===== config.mk =====
export PLATFORM = sky130hd
export DESIGN_NAME = seg7_scan_ctrl
export DESIGN_NICKNAME = d
export VERILOG_FILES = /design/src/rtl/seg7_scan_ctrl_pkg.sv /design/src/rtl/seg7_scan_ctrl_prescaler.sv /design/src/rtl/seg7_scan_ctrl.sv
export SDC_FILE = /design/constraint.sdc
export NUM_CORES = 1
export LEC_CHECK = 0
export CORE_ASPECT_RATIO = 1.5
export CORE_MARGIN = 2
export CORE_UTILIZATION = 54
export CTS_CLUSTER_SIZE = 20
export DETAILED_ROUTE_END_ITERATION = 7
export PLACE_DENSITY = 0.78
export SLEW_MARGIN = 20
export SYNTH_ARGS = -nofsm -noshare
export SYNTH_HDL_FRONTEND = slang
export SYNTH_SLANG_ARGS = --single-unit

===== constraint.sdc =====
create_clock -name iClk -period 2.8 [get_ports iClk]
set_input_delay 0.56 -clock iClk [delete_from_list [all_inputs] [get_ports iClk]]
set_output_delay 0.56 -clock iClk [all_outputs]
set_load 0.02 [all_outputs]

===== src/rtl/seg7_scan_ctrl_pkg.sv =====
// Shared definitions for the 7-segment scan controller: blank code,
// FSM state encoding and the BCD-to-segment decoder (active-low {g,f,e,d,c,b,a}).
package seg7_scan_ctrl_pkg;

  localparam logic [6:0] SEG_BLANK = 7'h7F;

  typedef enum logic [1:0] {
    ST_IDLE = 2'd0,
    ST_GAP  = 2'd1,
    ST_SCAN = 2'd2
  } state_t;

  // Non-BCD nibbles decode to blank so the pins never see X.
  function automatic logic [6:0] seg_decode(input logic [3:0] bcd);
    logic [6:0] seg;
    case (bcd)
      4'd0:    seg = 7'b1000000;
      4'd1:    seg = 7'b1111001;
      4'd2:    seg = 7'b0100100;
      4'd3:    seg = 7'b0110000;
      4'd4:    seg = 7'b0011001;
      4'd5:    seg = 7'b0010010;
      4'd6:    seg = 7'b0000010;
      4'd7:    seg = 7'b1111000;
      4'd8:    seg = 7'b0000000;
      4'd9:    seg = 7'b0010000;
      default: seg = SEG_BLANK;
    endcase
    return seg;
  endfunction

endpackage


===== src/rtl/seg7_scan_ctrl_prescaler.sv =====
// Digit-slot prescaler: counts 0..REFRESH_DIV-1 and wraps; oTick marks the last
// count of a slot. iClr holds the count at zero.
module scan_prescaler #(
  parameter int CNT_W       = 17,
  parameter int REFRESH_DIV = 100000
) (
  input  logic iClk,
  input  logic iRst,
  input  logic iClr,
  output logic oTick
);

  localparam logic [CNT_W-1:0] CNT_LAST = CNT_W'(REFRESH_DIV - 1);

  logic [CNT_W-1:0] cnt_q, cnt_d;

  assign oTick = (cnt_q == CNT_LAST);

  always_comb begin
    cnt_d = cnt_q + CNT_W'(1);
    if (iClr || oTick) cnt_d = '0;
  end

  always_ff @(posedge iClk or posedge iRst) begin
    if (iRst) cnt_q <= '0;
    else      cnt_q <= cnt_d;
  end

endmodule


===== src/rtl/seg7_scan_ctrl.sv =====
// Time-multiplexed common-anode 7-segment scan controller with a one-cycle dark
// gap between digits. Define SEG7_LZ_BLANK_EN to blank leading-zero digits.
module seg7_scan_ctrl
  import seg7_scan_ctrl_pkg::*;
#(
  parameter int DIGITS      = 4,
  parameter int REFRESH_DIV = 100000,
  parameter int CNT_W       = 17
) (
  input  logic                  iClk,
  input  logic                  iRst,
  input  logic                  iEn,
  input  logic                  iLoad,
  input  logic [4*DIGITS-1:0]   iData,
  input  logic [DIGITS-1:0]     iDp,
  output logic [6:0]            oSeg,
  output logic                  oDp,
  output logic [DIGITS-1:0]     oAn
);

  localparam int IDX_W = (DIGITS > 1) ? $clog2(DIGITS) : 1;

  state_t                state_q, state_d;
  logic [IDX_W-1:0]      idx_q, idx_d;
  logic [4*DIGITS-1:0]   shd_data_q, shd_data_d;
  logic [DIGITS-1:0]     shd_dp_q, shd_dp_d;
  logic [6:0]            seg_q, seg_d;
  logic                  dp_q, dp_d;
  logic [DIGITS-1:0]     an_q, an_d;
  logic                  tick;
  logic                  pre_clr;
  logic [6:0]            seg_sel;

`ifdef SEG7_LZ_BLANK_EN
  // Digit k>0 is a leading zero when it and every higher nibble are zero.
  function automatic logic lz_blank(input logic [4*DIGITS-1:0] data,
                                    input logic [IDX_W-1:0]    idx);
    logic upper_zero;
    upper_zero = 1'b1;
    for (int unsigned k = 0; k < DIGITS; k++) begin
      if (k >= 32'(idx) && data[4*k +: 4] != 4'd0) upper_zero = 1'b0;
    end
    return (idx != '0) && upper_zero;
  endfunction

  always_comb begin
    seg_sel = seg_decode(shd_data_q[4*idx_q +: 4]);
    if (lz_blank(shd_data_q, idx_q)) seg_sel = SEG_BLANK;
  end
`else
  always_comb seg_sel = seg_decode(shd_data_q[4*idx_q +: 4]);
`endif

  assign pre_clr = (state_q == ST_IDLE) || !iEn;

  scan_prescaler #(
    .CNT_W       (CNT_W),
    .REFRESH_DIV (REFRESH_DIV)
  ) u_prescaler (
    .iClk  (iClk),
    .iRst  (iRst),
    .iClr  (pre_clr),
    .oTick (tick)
  );

  always_comb begin
    state_d    = state_q;
    idx_d      = idx_q;
    shd_data_d = shd_data_q;
    shd_dp_d   = shd_dp_q;
    seg_d      = seg_q;
    dp_d       = dp_q;
    an_d       = an_q;

    // Loads are independent of the FSM; the pins only pick them up on GAP->SCAN.
    if (iLoad) begin
      shd_data_d = iData;
      shd_dp_d   = iDp;
    end

    if (!iEn) begin
      state_d = ST_IDLE;
      idx_d   = '0;
      seg_d   = SEG_BLANK;
      dp_d    = 1'b1;
      an_d    = '1;
    end else begin
      case (state_q)
        ST_IDLE: begin
          state_d = ST_GAP;
          idx_d   = '0;
          seg_d   = SEG_BLANK;
          dp_d    = 1'b1;
          an_d    = '1;
        end
        ST_GAP: begin
          state_d = ST_SCAN;
          seg_d   = seg_sel;
          dp_d    = ~shd_dp_q[idx_q];
          an_d    = ~(DIGITS'(1) << idx_q);
        end
        ST_SCAN: begin
          if (tick) begin
            state_d = ST_GAP;
            idx_d   = (idx_q == IDX_W'(DIGITS - 1)) ? '0 : idx_q + IDX_W'(1);
            seg_d   = SEG_BLANK;
            dp_d    = 1'b1;
            an_d    = '1;
          end
        end
        default: begin
          state_d = ST_IDLE;
          idx_d   = '0;
          seg_d   = SEG_BLANK;
          dp_d    = 1'b1;
          an_d    = '1;
        end
      endcase
    end
  end

  always_ff @(posedge iClk or posedge iRst) begin
    if (iRst) begin
      state_q    <= ST_IDLE;
      idx_q      <= '0;
      shd_data_q <= '0;
      shd_dp_q   <= '0;
      seg_q      <= SEG_BLANK;
      dp_q       <= 1'b1;
      an_q       <= '1;
    end else begin
      state_q    <= state_d;
      idx_q      <= idx_d;
      shd_data_q <= shd_data_d;
      shd_dp_q   <= shd_dp_d;
      seg_q      <= seg_d;
      dp_q       <= dp_d;
      an_q       <= an_d;
    end
  end

  assign oSeg = seg_q;
  assign oDp  = dp_q;
  assign oAn  = an_q;

endmodule


==> flow_summary.json, run 1 <==
{
  "cts.htree.levels": 2,
  "synthTopCellsByArea": "dfrtp_1 (41%), dfstp_2 (13%), mux2_2 (8.9%)",
  "rows": 30,
  "synthCells": 219,
  "holdPathStages": 1,
  "cts.path.max_buffers": 2,
  "cp-end-kind": "register",
  "postLayoutCoreUtil_pct": 66.56,
  "cts-resized-gates": 0,
  "cts_sinks": 53,
  "syn_to_final_growth_pct": 19.09,
  "grt_pass1_vias": 1756,
  "intPower_mw": 1.106,
  "p_leak_nw": 1.252,
  "synth_cell_types": 33,
  "pwr-share-comb_pct": 14.8,
  "seq_area_frac_synth_pct": 53.28,
  "dr.pass1.iters": 4,
  "r2r-start": "u_prescaler.cnt_q[13]$_DFF_PP0_",
  "drive_above_1_share_pct": 21.79,
  "final_max_slew_viol_count": 0,
  "die_area_sq_mm": 0.005235,
  "clkPwrFrac_pct": 28.0,
  "synth_top_area_cell": "dfrtp_1",
  "power_switching_mw": 0.3696,
  "nFillCells": 347,
  "min-delay-start": "u_prescaler.cnt_q[0]$_DFF_PP0_",
  "finClkSkew_ns": 0.01376,
  "nets": 290,
  "numCtsBuffers": 5,
  "required_ns": 3.03,
  "postRouteAntennaNets": 0,
  "ys_ff_latch": 53,
  "status": "completed",
  "vias_per_cell": 5.475,
  "path_clk_slew_ns": 0.10,
  "cts_tree": "done",
  "grt_pass1_wl_mm": 7.907,
  "io_pins": 36,
  "period_minus_slack_ns": 2.165,
  "initial_core_util_pct": 55.89,
  "syn_area_sq_mm": 0.002517,
  "min_period_over_period_pct": 77.31,
  "yosysWarnings": 0,
  "hold_viol": 0,
  "power_density_mw_per_mm2": 492.3,
  "worst_slew_pin_slew_ns": 0.4690,
  "cp_max_fo": 16,
  "rr_worst_depth": 6,
  "rsz0062_at_grt": "no",
  "hold_end": "u_prescaler.cnt_q[0]$_DFF_PP0_",
  "clock_latency_ns": 0.30,
  "antenna_found_initial": 0,
  "diodes": 0,
  "yosys.area.top_type_share_pct": 40.76,
  "wl_mm": 4.560,
  "place_congestion": 0.8876,
  "syn_nets": 253,
  "grt_overflow": 0,
  "die_height_um": 87.62,
  "postCtsSetupBuffers": 0,
  "startpoint_type": "register",
  "syn_area_per_cell_sq_um": 11.50,
  "ctsHoldBuffers": 0,
  "switching_share_pct": 25.04,
  "setup-tns-final_ns": 0,
  "die_x_um": 59.75,
  "relSlewSlack_pct": 68.62,
  "cp.arrival_ns": 2.39,
  "grt_max_degree": 22,
  "grt_usage_pct": 20.16,
  "final_common_cell": "dfrtp_1",
  "setup_viol": 0,
  "max_freq_ghz": 0.4620,
  "drt_iter0_drc": 62,
  "final_cell_mix": "dfrtp_1 (41), nor2_1 (35), clkdlybuf4s50_1 (35)",
  "r2r_end": "oSeg[3]$_DFFE_PP1P_",
  "ir_worst_vdd_mv": 0.3793,
  "clock_tree.root_cell": "clkbuf_8",
  "dr_total_vias": 1670,
  "r2r_slack_ns": 0.64,
  "hp-class": "reg2reg",
  "hpwl_mm": 3.522,
  "numPortBuffers": 35,
  "maxCapViolations": 0,
  "path_class": "reg2reg",
  "drc": 0,
  "power_frac_seq_pct": 57.2,
  "core_area_sq_mm": 0.004504,
  "avgRoutedWirePerCell_um": 14.95
}
area by class of cell:
class | instances | area, sq um | area share, %
flip-flops and latches | 53 | 1341 | 44.74
clock inverters | 1 | 7.507 | 0.2504
repair buffers | 39 | 380.4 | 12.69
clock buffers | 7 | 76.32 | 2.546
well taps | 48 | 60.06 | 2.003
inverters | 11 | 41.29 | 1.377
multi-input cells | 146 | 1091 | 36.39
how the worst max path moves through the flow:
stage,startpoint,to,cells after the start
3_3_place_gp,u_prescaler.cnt_q[13]$_DFF_PP0_,idx_q[1]$_DFFE_PP0P_,5
3_5_place_dp,u_prescaler.cnt_q[13]$_DFF_PP0_,idx_q[1]$_DFFE_PP0P_,5
5_1_grt,u_prescaler.cnt_q[13]$_DFF_PP0_,oSeg[6]$_DFFE_PP1P_,6
6_report,u_prescaler.cnt_q[13]$_DFF_PP0_,oSeg[3]$_DFFE_PP1P_,6
2_1_floorplan,u_prescaler.cnt_q[13]$_DFF_PP0_,idx_q[0]$_DFFE_PP0P_,5
4_1_cts,u_prescaler.cnt_q[13]$_DFF_PP0_,idx_q[1]$_DFFE_PP0P_,5
power groups by stage:
stage | combinational [mW] | clock (mW) | sequential (mW)
after floorplan | 0.132 | 0 | 0.861
after global placement | 0.217 | 0 | 0.857
after detailed placement | 0.221 | 0 | 0.860
after CTS | 0.221 | 0.422 | 0.845
after global routing | 0.246 | 0.458 | 0.850
final | 0.218 | 0.414 | 0.844
sequential cells by signal (all words and copies together), names as in the netlist:
signal             count
u_prescaler.cnt_q     17
shd_data_q            16
oSeg                   7
oAn                    4
shd_dp_q               4
idx_q                  2
state_q                2
oDp                    1
through the flow:
stage,hold WS [ns],cell area (sq um),cells,total power [mW],setup WS (ns)
final,0.5017,2998,305,1.476,0.6353
after global routing,0.5217,2998,305,1.554,0.4620
after CTS,0.5017,2998,305,1.488,0.6216
after detailed placement,0.4901,2914,297,1.080,0.6346
after global placement,0.4760,2914,297,1.074,0.6852
after floorplan,0.4549,2517,219,0.9927,0.6427
synth_stat cells:
cell type,n
a21oi_1,15
a41o_2,2
and2_1,1
and3_1,1
and3_2,1
and3b_1,1
and3b_2,1
and4_1,1
buf_2,2
buf_6,1
clkbuf_1,6
dfrtp_1,41
dfstp_2,12
ha_1,10
inv_1,11
mux2_2,20
mux2i_1,1
mux4_2,5
nand2_1,12
nand2b_1,1
nand3_1,7
nand4_1,3
nor2_1,35
nor3_1,2
o21a_1,1
o21ai_0,6
o31ai_4,1
or2_2,1
or3b_2,1
or4_4,1
or4b_1,1
xnor2_1,3
xor2_1,12
routing by layer:
metal	up-vias	GRT usage, %	wire [um]	share of wire, %
li1	812	-	-	-
met1	822	22.60	1801	39
met2	32	36.76	2573	56
met3	4	3.250	119	2.6
met4	0	8.283	65	1.4
met5	-	0	0	0
cells by family after synthesis:
group                      after synthesis  share of synthesized area [%]
and+or+nand+nor                         70                          13.12
AOI/OAI and AO/OA                       25                          6.213
adders and majority gates               10                          4.970
xor gates and xnor gates                15                          5.219
DFF                                     53                          53.28
muxes                                   26                          13.82
buffers and inverters                   20                          3.380
worst max-delay path, cell delays in order (launching register included):
cell and delay [ns]:
dfrtp_1 0.42, or4b_1 0.51, or4_4 0.51, o31ai_4 0.22, buf_4 0.25, nor2_1 0.06
a21oi_1 0.13
Note: power is estimated with default switching activity, not from simulation.
==> run 2: changes to the inputs <==
==> constraint.sdc (replaced) <==
create_clock -name iClk -period 2.2 [get_ports iClk]
set_input_delay 0.44 -clock iClk [delete_from_list [all_inputs] [get_ports iClk]]
set_output_delay 0.44 -clock iClk [all_outputs]
set_load 0.02 [all_outputs]
==> flow_summary.json, run 2 (synthesis gave the netlist of run 1 again) <==
{
  "cp.arrival_ns": 2.35,
  "period_minus_slack_ns": 2.155,
  "final_max_slew_viol_count": 0,
  "pwr-share-comb_pct": 14.2,
  "intPower_mw": 1.560,
  "cp-end-kind": "register",
  "grt_util_met2_pct": 34.09,
  "top_usage_layer": "met2",
  "diodes": 0,
  "drive_above_1_share_pct": 23.66,
  "relSlewSlack_pct": 64.94,
  "finClkSkew_ns": 0.01325,
  "stdcell_area_sq_mm": 0.003087,
  "whs_ns": 0.4687,
  "die_area_sq_mm": 0.005235,
  "dr.pass1.iters": 4,
  "clock_latency_ns": 0.31,
  "r2r_slack_ns": 0.05,
  "rsz0062_at_grt": "yes",
  "hold_viol": 0,
  "avgRoutedWirePerCell_um": 15.11,
  "top_register": "u_prescaler.cnt_q",
  "die_height_um": 87.62,
  "hpwl_mm": 3.322,
  "startpoint_type": "register",
  "total_power_mw": 2.041,
  "power_switching_mw": 0.4813,
  "antenna_found_initial": 0,
  "r2r_end": "state_q[1]$_DFFE_PP0P_",
  "hp-class": "in2async",
  "drt_iter0_drc": 72,
  "path_class": "reg2reg",
  "cts_tree": "done",
  "core_area_sq_mm": 0.004504,
  "largest_reg_flops": 17,
  "max_freq_ghz": 0.4641,
  "grt_pass1_wl_mm": 7.852,
  "cts.path.max_buffers": 2,
  "grt_overflow": 0,
  "numPortBuffers": 35,
  "min_period_over_period_pct": 97.95,
  "place_congestion": 0.9217,
  "p_leak_nw": 1.307,
  "cts_sinks": 53,
  "postLayoutCoreUtil_pct": 68.53,
  "drc": 0,
  "setup_viol": 0,
  "required_ns": 2.40,
  "maxCapViolations": 0,
  "ctsHoldBuffers": 0,
  "use_met1_pct": 24.27,
  "postRouteAntennaNets": 0,
  "switching_share_pct": 23.58,
  "rr_worst_depth": 6,
  "dpl_cell_area_sq_mm": 0.002957,
  "die_x_um": 59.75,
  "wl_mm": 4.684,
  "rows": 30,
  "path_clk_slew_ns": 0.09,
  "grt_usage_pct": 20.16,
  "worst_slew_pin_slew_ns": 0.5204,
  "grt_pass1_vias": 1751,
  "grt.met3_usage_pct": 3.988,
  "power_frac_seq_pct": 52.5,
  "ir_worst_vdd_mv": 0.4476,
  "numCtsBuffers": 5,
  "dr_total_vias": 1748,
  "grt_max_degree": 54,
  "initial_core_util_pct": 55.89,
  "final_cell_mix": "dfrtp_1 (41), nor2_1 (35), clkdlybuf4s50_1 (35)",
  "clock_tree.root_cell": "clkbuf_8",
  "clkPwrFrac_pct": 33.3,
  "vias_per_cell": 5.639,
  "nets": 295,
  "critPathCapture": "state_q[1]$_DFFE_PP0P_",
  "cp_max_fo": 15,
  "r2r-start": "u_prescaler.cnt_q[13]$_DFF_PP0_",
  "status": "completed",
  "io_pins": 36,
  "syn_to_final_growth_pct": 22.61,
  "final_common_cell": "dfrtp_1",
  "power_density_mw_per_mm2": 661.2,
  "cts.htree.levels": 2,
  "startpoint": "u_prescaler.cnt_q[13]$_DFF_PP0_"
}
-- run 2: cell count changes in the layout (fill, tap and decap cells not counted), sizes merged --
cell | previous run | this run
buf | 4 | 9
bufinv | 0 | 1
clkinvlp | 1 | 0
-- run 2: what timing repair did --
item,in CTS,in global routing
setup buffers,0,1
endpoints found under the setup margin,0,17
gates resized for setup,0,2
-- run 2: final cells by class --
type | count | area (sq um)
fill | 360 | 1418
multi-input combinational | 146 | 1094
tap | 48 | 60.06
timing repair buffer | 44 | 434.2
sequential | 53 | 1341
clock buffer | 7 | 86.33
clock inverter | 1 | 30.03
inverter | 11 | 41.29
-- run 2: stage by stage --
stage	worst slack [ns]	instances	setup TNS [ns]
finish	0.04508	310	0
global route	-0.05021	310	-0.2959
detailed placement	0.04280	301	0
global placement	0.09755	301	0
CTS	0.03208	309	0
floorplan	0.04269	219	0
-- run 2: worst min-delay path by stage --
stage / start / end
floorplan: u_prescaler.cnt_q[0]$_DFF_PP0_ / u_prescaler.cnt_q[0]$_DFF_PP0_
global placement: u_prescaler.cnt_q[0]$_DFF_PP0_ / u_prescaler.cnt_q[0]$_DFF_PP0_
detailed placement: oDp$_DFFE_PP1P_ / oDp$_DFFE_PP1P_
CTS: iRst / state_q[0]$_DFFE_PP0P_
global route: iRst / state_q[0]$_DFFE_PP0P_
finish: iRst / state_q[0]$_DFFE_PP0P_
-- run 2: worst max-delay path, cell delays in order, from the launching register on --
cell,delay (ns)
dfrtp_1,0.40
or4b_1,0.50
or4_4,0.51
o31ai_4,0.26
buf_6,0.20
buf_4,0.12
nand2_1,0.04
-- run 2: metal layers --
metal,wire length (um),vias to the layer above
li1,-,826
met3,167,10
met5,0,-
met4,109,0
met2,2464,46
met1,1943,866
-- run 2: power groups by stage --
| stage | Combinational [mW] | Sequential (mW) | Clock (mW) |
|---|---|---|---|
| final | 0.289 | 1.07 | 0.680 |
| after global routing | 0.318 | 1.08 | 0.730 |
| after CTS | 0.287 | 1.07 | 0.696 |
| after detailed placement | 0.285 | 1.09 | 0 |
| after global placement | 0.279 | 1.09 | 0 |
| after floorplan | 0.168 | 1.10 | 0 |
